$ cat config.mk
export PLATFORM = sky130hd
export DESIGN_NAME = inst_fetch_buffer_flat
export DESIGN_NICKNAME = d
export VERILOG_FILES = /design/src/rtl/inst_fetch_buffer_if.sv /design/src/rtl/inst_fetch_buffer.sv /design/src/flat_wrapper.sv
export SDC_FILE = /design/constraint.sdc
export NUM_CORES = 2
export LEC_CHECK = 0
export CORE_UTILIZATION = 30
export DETAILED_ROUTE_END_ITERATION = 6
export GPL_TIMING_DRIVEN = 1
export PLACE_DENSITY = 0.44
export SLEW_MARGIN = 20
export SYNTH_ARGS = -nofsm -noshare
export SYNTH_HDL_FRONTEND = slang
export SYNTH_SLANG_ARGS = --single-unit
$ cat constraint.sdc
create_clock -name clk -period 30.6 [get_ports clk]
set_clock_uncertainty 0.2 [all_clocks]
set_input_delay 9.18 -clock clk [delete_from_list [all_inputs] [get_ports clk]]
set_output_delay 9.18 -clock clk [all_outputs]
set_load 0.03 [all_outputs]
$ cat src/rtl/inst_fetch_buffer_if.sv
// Fetch-to-issue bundle for the instruction fetch buffer: push slots from the
// cache read stage, pop control from issue, and the FWFT head pair back out.
interface inst_fetch_buffer_if #(
    parameter int PTR_W = 4
);
    logic             flush;
    logic             inst1_valid_i;
    logic             inst2_valid_i;
    logic [31:0]      inst1_i;
    logic [31:0]      inst2_i;
    logic [31:0]      inst1_addr_i;
    logic [31:0]      inst2_addr_i;
    logic             issue_i;
    logic             issue_mode_i;
    logic [31:0]      inst1_o;
    logic [31:0]      inst1_addr_o;
    logic             inst1_valid_o;
    logic [31:0]      inst2_o;
    logic [31:0]      inst2_addr_o;
    logic             inst2_valid_o;
    logic [PTR_W:0]   count_o;
    logic             full_o;

    modport master (
        output flush, inst1_valid_i, inst2_valid_i, inst1_i, inst2_i,
               inst1_addr_i, inst2_addr_i, issue_i, issue_mode_i,
        input  inst1_o, inst1_addr_o, inst1_valid_o, inst2_o, inst2_addr_o,
               inst2_valid_o, count_o, full_o
    );

    modport slave (
        input  flush, inst1_valid_i, inst2_valid_i, inst1_i, inst2_i,
               inst1_addr_i, inst2_addr_i, issue_i, issue_mode_i,
        output inst1_o, inst1_addr_o, inst1_valid_o, inst2_o, inst2_addr_o,
               inst2_valid_o, count_o, full_o
    );
endinterface

$ cat src/rtl/inst_fetch_buffer.sv
// Dual-push / dual-pop instruction queue with first-word-fall-through head pair.
// Pointers wrap modulo DEPTH; a push that would overflow is dropped whole.
module inst_fetch_buffer #(
    parameter int DEPTH = 16,
    parameter int PTR_W = 4
) (
    input  logic                 clk,
    input  logic                 rst,
    inst_fetch_buffer_if.slave   bus
);
    localparam int CNT_W = PTR_W + 1;

    logic [63:0]       mem_reg [DEPTH];
    logic [PTR_W-1:0]  head_reg, head_next;
    logic [PTR_W-1:0]  tail_reg, tail_next;
    logic [CNT_W-1:0]  count_reg, count_next;
    logic [PTR_W-1:0]  head_plus1, tail_plus1;
    logic [CNT_W-1:0]  pop_req, pop_n, push_n;
    logic [CNT_W:0]    occ_after;
    logic              push_ok;
    logic              we1, we2;
    logic [63:0]       rd1, rd2;

    assign head_plus1 = head_reg + PTR_W'(1);
    assign tail_plus1 = tail_reg + PTR_W'(1);

    always_comb begin
        pop_req = '0;
        if (bus.issue_i) begin
            pop_req = bus.issue_mode_i ? CNT_W'(2) : CNT_W'(1);
        end
        // Over-issue is clipped so the head never passes the tail.
        pop_n  = (pop_req > count_reg) ? count_reg : pop_req;
        push_n = CNT_W'(bus.inst1_valid_i) + CNT_W'(bus.inst1_valid_i & bus.inst2_valid_i);

        occ_after = {1'b0, count_reg} - {1'b0, pop_n} + {1'b0, push_n};
        push_ok   = (occ_after <= (CNT_W+1)'(DEPTH));

        we1 = push_ok && bus.inst1_valid_i && !bus.flush;
        we2 = we1 && bus.inst2_valid_i;

        head_next  = head_reg + pop_n[PTR_W-1:0];
        tail_next  = push_ok ? (tail_reg + push_n[PTR_W-1:0]) : tail_reg;
        count_next = push_ok ? occ_after[CNT_W-1:0] : (count_reg - pop_n);
        if (bus.flush) begin
            head_next  = '0;
            tail_next  = '0;
            count_next = '0;
        end
    end

    always_ff @(posedge clk or negedge rst) begin
        if (!rst) begin
            head_reg  <= '0;
            tail_reg  <= '0;
            count_reg <= '0;
        end else begin
            head_reg  <= head_next;
            tail_reg  <= tail_next;
            count_reg <= count_next;
        end
    end

    // Storage holds no reset; validity is tracked purely by count_reg.
    always_ff @(posedge clk) begin
        if (we1) begin
            mem_reg[tail_reg] <= {bus.inst1_addr_i, bus.inst1_i};
        end
        if (we2) begin
            mem_reg[tail_plus1] <= {bus.inst2_addr_i, bus.inst2_i};
        end
    end

    assign rd1 = mem_reg[head_reg];
    assign rd2 = mem_reg[head_plus1];

    assign bus.inst1_valid_o = (count_reg != '0);
    assign bus.inst2_valid_o = (count_reg >= CNT_W'(2));
    assign bus.inst1_o       = bus.inst1_valid_o ? rd1[31:0]  : 32'd0;
    assign bus.inst1_addr_o  = bus.inst1_valid_o ? rd1[63:32] : 32'd0;
    assign bus.inst2_o       = bus.inst2_valid_o ? rd2[31:0]  : 32'd0;
    assign bus.inst2_addr_o  = bus.inst2_valid_o ? rd2[63:32] : 32'd0;
    assign bus.count_o       = count_reg;
    assign bus.full_o        = (count_reg > CNT_W'(DEPTH - 2));
endmodule
$ cat src/flat_wrapper.sv
// flat-port wrapper written by rule: the top's interface ports become plain ports
module inst_fetch_buffer_flat 
#(
    parameter int DEPTH = 16,
    parameter int PTR_W = 4
)
  (clk, rst, bus_flush, bus_inst1_valid_i, bus_inst2_valid_i, bus_inst1_i, bus_inst2_i, bus_inst1_addr_i, bus_inst2_addr_i, bus_issue_i, bus_issue_mode_i, bus_inst1_o, bus_inst1_addr_o, bus_inst1_valid_o, bus_inst2_o, bus_inst2_addr_o, bus_inst2_valid_o, bus_count_o, bus_full_o);
  inst_fetch_buffer_if #(.PTR_W(PTR_W)) bus_i ();
  input  logic clk;
  input  logic rst;
  input wire logic [$bits(bus_i.flush)-1:0] bus_flush;
  input wire logic [$bits(bus_i.inst1_valid_i)-1:0] bus_inst1_valid_i;
  input wire logic [$bits(bus_i.inst2_valid_i)-1:0] bus_inst2_valid_i;
  input wire logic [$bits(bus_i.inst1_i)-1:0] bus_inst1_i;
  input wire logic [$bits(bus_i.inst2_i)-1:0] bus_inst2_i;
  input wire logic [$bits(bus_i.inst1_addr_i)-1:0] bus_inst1_addr_i;
  input wire logic [$bits(bus_i.inst2_addr_i)-1:0] bus_inst2_addr_i;
  input wire logic [$bits(bus_i.issue_i)-1:0] bus_issue_i;
  input wire logic [$bits(bus_i.issue_mode_i)-1:0] bus_issue_mode_i;
  output wire logic [$bits(bus_i.inst1_o)-1:0] bus_inst1_o;
  output wire logic [$bits(bus_i.inst1_addr_o)-1:0] bus_inst1_addr_o;
  output wire logic [$bits(bus_i.inst1_valid_o)-1:0] bus_inst1_valid_o;
  output wire logic [$bits(bus_i.inst2_o)-1:0] bus_inst2_o;
  output wire logic [$bits(bus_i.inst2_addr_o)-1:0] bus_inst2_addr_o;
  output wire logic [$bits(bus_i.inst2_valid_o)-1:0] bus_inst2_valid_o;
  output wire logic [$bits(bus_i.count_o)-1:0] bus_count_o;
  output wire logic [$bits(bus_i.full_o)-1:0] bus_full_o;
  assign bus_i.flush = bus_flush;
  assign bus_i.inst1_valid_i = bus_inst1_valid_i;
  assign bus_i.inst2_valid_i = bus_inst2_valid_i;
  assign bus_i.inst1_i = bus_inst1_i;
  assign bus_i.inst2_i = bus_inst2_i;
  assign bus_i.inst1_addr_i = bus_inst1_addr_i;
  assign bus_i.inst2_addr_i = bus_inst2_addr_i;
  assign bus_i.issue_i = bus_issue_i;
  assign bus_i.issue_mode_i = bus_issue_mode_i;
  assign bus_inst1_o = bus_i.inst1_o;
  assign bus_inst1_addr_o = bus_i.inst1_addr_o;
  assign bus_inst1_valid_o = bus_i.inst1_valid_o;
  assign bus_inst2_o = bus_i.inst2_o;
  assign bus_inst2_addr_o = bus_i.inst2_addr_o;
  assign bus_inst2_valid_o = bus_i.inst2_valid_o;
  assign bus_count_o = bus_i.count_o;
  assign bus_full_o = bus_i.full_o;
  inst_fetch_buffer #(.DEPTH(DEPTH), .PTR_W(PTR_W)) u_core (.clk(clk), .rst(rst), .bus(bus_i));
endmodule
Word level (Yosys, flattened, before mapping). Memories as Yosys holds them, arrays and structs flattened. Cells that the tools add are included.

Output and inout port bits: 136. Word-level logic and storage cells: 39. Memories: 1. Input bits: 135. Bits in registers: 13. Memory bits (writable): 1024.

$add $sub $neg: 8. Reduce and logical (&&, ||, !) cells: 6. Bitwise logic cells: 1. Muxes and demuxes: 16. Magnitude comparators: 4.

Memory list: u_core.mem_reg (depth 16, bits a word 64, read ports 2, clocked after Yosys merged registers in 0, wr ports 2, RTL line inst_fetch_buffer.sv:13) `logic [63:0] mem_reg [DEPTH];`.

Operators with widths (count): 32-bit 2-to-1 mux (4); 5-bit 2-to-1 mux (4); 4-bit 2-to-1 mux (3); 4-bit by 1-bit adder with 4-bit output, second input constant (2); 4-bit adder (2); 6-bit by 5-bit adder with 6-bit output (1); 6-bit by 5-bit <= comparator with 1-bit output, second input constant (1); 5-bit by 5-bit subtractor with 6-bit output (1); 1-bit by 5-bit adder with 5-bit output (1); 5-bit by 2-bit greater-or-equal comparator with 1-bit output, second input constant (1); 5-bit by 4-bit > comparator with 1-bit output, second input constant (1); 5-bit > comparator (1); 5-bit nonzero test (1); 5-bit subtractor (1); 1-bit 2-to-1 mux (4); 1-bit logical AND (3); 2-bit 2-to-1 mux (1); 2-bit nonzero test (1); 1-bit bitwise AND (1); 1-bit logical NOT (1).

Logic depth before layout (Yosys ltp).
Word-level depth: 12. Gate-level depth with buffers: 17. Gate-level depth less buffers: 14.

Worst setup path before layout. OpenSTA, ideal clock, no wires.

Path type: input port to flip-flop. Start point: input bus_issue_mode_i. End point: memory u_core.mem_reg[11][0], enable pin. Stages: 14. Setup slack: 10684 ps. Setup time: 644 ps. Arrival: 19072 ps. Buffers on the path: 1. Required time: 29756 ps. Cells stage by stage: nand2b_1 ha_1 a2111oi_0 o21ai_0 o21ai_0 inv_1 fa_1 fa_1 or3b_1 or4_1 nand4_1 nand2_1 clkbuf_1 nor4_1.

RTL lines: start, declared (RTL line flat_wrapper.sv:19) `input wire logic [$bits(bus_i.issue_mode_i)-1:0] bus_issue_mode_i;`; end, declared (RTL line inst_fetch_buffer.sv:13).

==> results.tsv <==
metric	value	unit
outcome	completed	
final_hold_viol_count	0	
async_flop_share	1.254	%
drive_above_1_share	49.20	%
maxCapViolations	0	
pwr-share-comb	47.2	%
pin_count	271	
numPortBuffers	270	
yosysWarnings	0	
fmax	62.72	MHz
regArea	31090	um^2
cts_setup_buffers	0	
switching_share	38.19	%
vias	36120	
cpMostUsedCell	buf_4	
numCtsBuffers	135	
synth_seq_area_share	50.61	%
arrival	16.14	ns
cp.required	30.79	ns
mostFrequentLayoutCell	edfxtp_1	
dr.pass1.iters	5	
finalSetupViolations	0	
drt_first_iter_violations	2727	
syn_nets	3705	
numPlacedInstances	6177	
clk_path_buf_depth	3	
p_switching	0.002320	W
fin_cells	6422	
avgSynthCellArea	17.31	um^2
start_util	30.29	%
cts-resized-gates	0	
multiInputGateArea	28480	um^2
via_per_inst	5.625	
cp_num_buf_inv	5	
wl	218800	um
pwr-share-seq	27.5	%
power_density	85.96	nW/um^2
grt_max_degree	139	
gr-total-overflow	0	
fin_crit_sh	52.11	%
syn_area	61410	um^2
clkSinkCount	1037	
clkLatencyLatePin	0.78	ns
coreArea	202700	um^2
hp-class	reg2reg	
die_height	454.4	um
antenna_left	0	
ctsHoldBuffers	0	
die_x	454.4	um
min_period	15.94	ns
ys_ff_latch	1037	
tightest_slew	1.095	ns
largest_reg_flops	1024	
antenna_found_initial	32	
wl_per_cell	34.07	um
max-vdd-ir-drop	106.2	uV
post-dp-hpwl	123100	um
fillers	19440	
drc	0	
cp_max_fo	37	
crit_path_end_kind	flip-flop	
cts-root-buf	clkbuf_16	
slowest_stage	nor4_2	
crit_type	in2reg	
path_clk_slew	0.06	ns
synth.distinct_cells	52	
grt_pass1_wl	307700	um
rows	165	
finalNetCount	3800	
crit_family	simple AND/OR/NAND/NOR gates	
power.leakage	21.37	nW
final_cell_mix	edfxtp_1 (1,024), mux2_2 (944), mux4_2 (576)	
syn_to_final_growth	15.07	%
grt_use_total	21.17	%
slowest_delay	0.87	ns
grt_pass1_vias	38000	
cp_cell_sequence	clkdlybuf4s50_1 -> nand2b_1 -> ha_1 -> a2111oi_0 -> o21ai_0 -> o21ai_0 -> inv_1 -> fa_1 -> fa_1 -> or3b_1 -> or4_1 -> nand4_1 -> nand2_1 -> buf_4 -> nor4_2 -> buf_4 -> buf_4	
synth-edff-count	1024	
drv_slew	0	
cts_tree	built	
tns	0	ns
gp_congestion	0.7425	
slew_headroom	27.02	%
rsz0062_at_grt	false	
die_area	206500	um^2
synthCells	3548	
start_kind	input pin	
clock_power_share	25.2	%
power.internal	0.003754	W
cts_htree_levels	4	
yosys_most_used_dff	edfxtp_1	
## worst paths after layout
path	start	endpoint	slack, ns	depth (start not counted)
worst max-delay path	bus_issue_mode_i	u_core.mem_reg[13][22]	14.66	17
worst min-delay path	u_core.tail_reg[0]	u_core.tail_reg[0]	0.51	2
worst max register to register	u_core.bus.count_o[1]	u_core.mem_reg[13][22]	23.02	16
worst min register to register	u_core.tail_reg[0]	u_core.tail_reg[0]	0.51	2
max in group asynchronous	rst	u_core.head_reg[2]	21.07	1
min in group asynchronous	rst	u_core.head_reg[0]	8.62	1
## routing by layer
layer  routed length (um)  share of wire [%]  track usage (%)  up-vias
met5                   69              0.032                0        -
met4                 4630                2.1            5.408       10
met3                 8394                3.8            2.812      281
met2               110200                 50            36.16      974
met1                95570                 44            28.20    19900
li1                     -                  -                -    14960
## synth_stat cells, types with 3 or more instances
library cell | n | area share, %
nor4_4 | 15 | 0.52
nand3_1 | 5 | 0.041
inv_1 | 12 | 0.073
nor3_1 | 9 | 0.073
dfrtp_1 | 13 | 0.53
nor4_1 | 10 | 0.10
nor2_1 | 14 | 0.086
mux2_1 | 81 | 1.5
and3_1 | 3 | 0.031
ha_1 | 17 | 0.35
a21oi_1 | 7 | 0.057
a211oi_1 | 136 | 1.7
clkbuf_1 | 269 | 1.6
fa_1 | 5 | 0.16
nor2b_1 | 134 | 1.4
buf_6 | 41 | 0.75
mux2_2 | 944 | 17
buf_4 | 8 | 0.098
buf_1 | 56 | 0.34
xnor2_1 | 5 | 0.071
nand2b_1 | 3 | 0.031
xor2_1 | 5 | 0.071
nand2_1 | 6 | 0.037
mux4_2 | 576 | 21
buf_2 | 45 | 0.37
edfxtp_1 | 1024 | 50
mux2i_1 | 65 | 1.1
nor3b_1 | 4 | 0.049
o21ai_0 | 6 | 0.049
## metrics by stage
| step | area (um^2) | setup WS, ns | hold slack [ns] | total power, W | utilization [%] |
|---|---|---|---|---|---|
| after floorplan | 61410 | 10.68 | 0.4089 | 0.003579 | - |
| after global placement | 66510 | 13.85 | 0.4794 | 0.004637 | 32.81 |
| after detailed placement | 66510 | 13.89 | 0.4908 | 0.004620 | 32.81 |
| after CTS | 70620 | 14.67 | 0.4995 | 0.006181 | 34.83 |
| after global routing | 70660 | 14.30 | 0.5572 | 0.006339 | 34.85 |
| final | 70660 | 14.66 | 0.5139 | 0.006074 | 34.85 |
## final cells by class
class	count	share of cell area, %
inverters	12	0.06375
flip-flops and latches	1037	44.00
multi-input cells	2079	40.30
well taps	2672	4.731
clock inverters	58	0.6569
clock buffers	178	5.160
repair buffers	378	5.061
diodes	8	0.02833
## power by group through the flow
stage	combinational, W	sequential [W]	clock, W
2_1_floorplan	0.00191	0.00167	0
3_3_place_gp	0.00293	0.00170	0
3_5_place_dp	0.00292	0.00170	0
4_1_cts	0.00293	0.00167	0.00158
5_1_grt	0.00304	0.00168	0.00162
6_report	0.00287	0.00167	0.00153
## cell families (layout without fill, tap and decap cells)
family / Yosys count / count (layout) / synth area share (%)
XOR/XNOR: 10 / 10 / 0.1426
adder cells (fa/ha/maj): 22 / 22 / 0.5094
multiplexers: 1666 / 1666 / 40.98
flip-flops: 1037 / 1037 / 50.61
buffers and inverters: 432 / 626 / 3.301
AND/OR/NAND/NOR: 219 / 219 / 2.529
other: 1 / 9 / 0.006107
AO/OA/AOI/OAI: 161 / 161 / 1.926
## tightest hold or removal path: stages, from the launching register on
cell and delay [ns]:
dfrtp_1 0.48, o21ai_0 0.12, a21oi_1 0.07
Note: power is estimated with default switching activity, not from simulation.
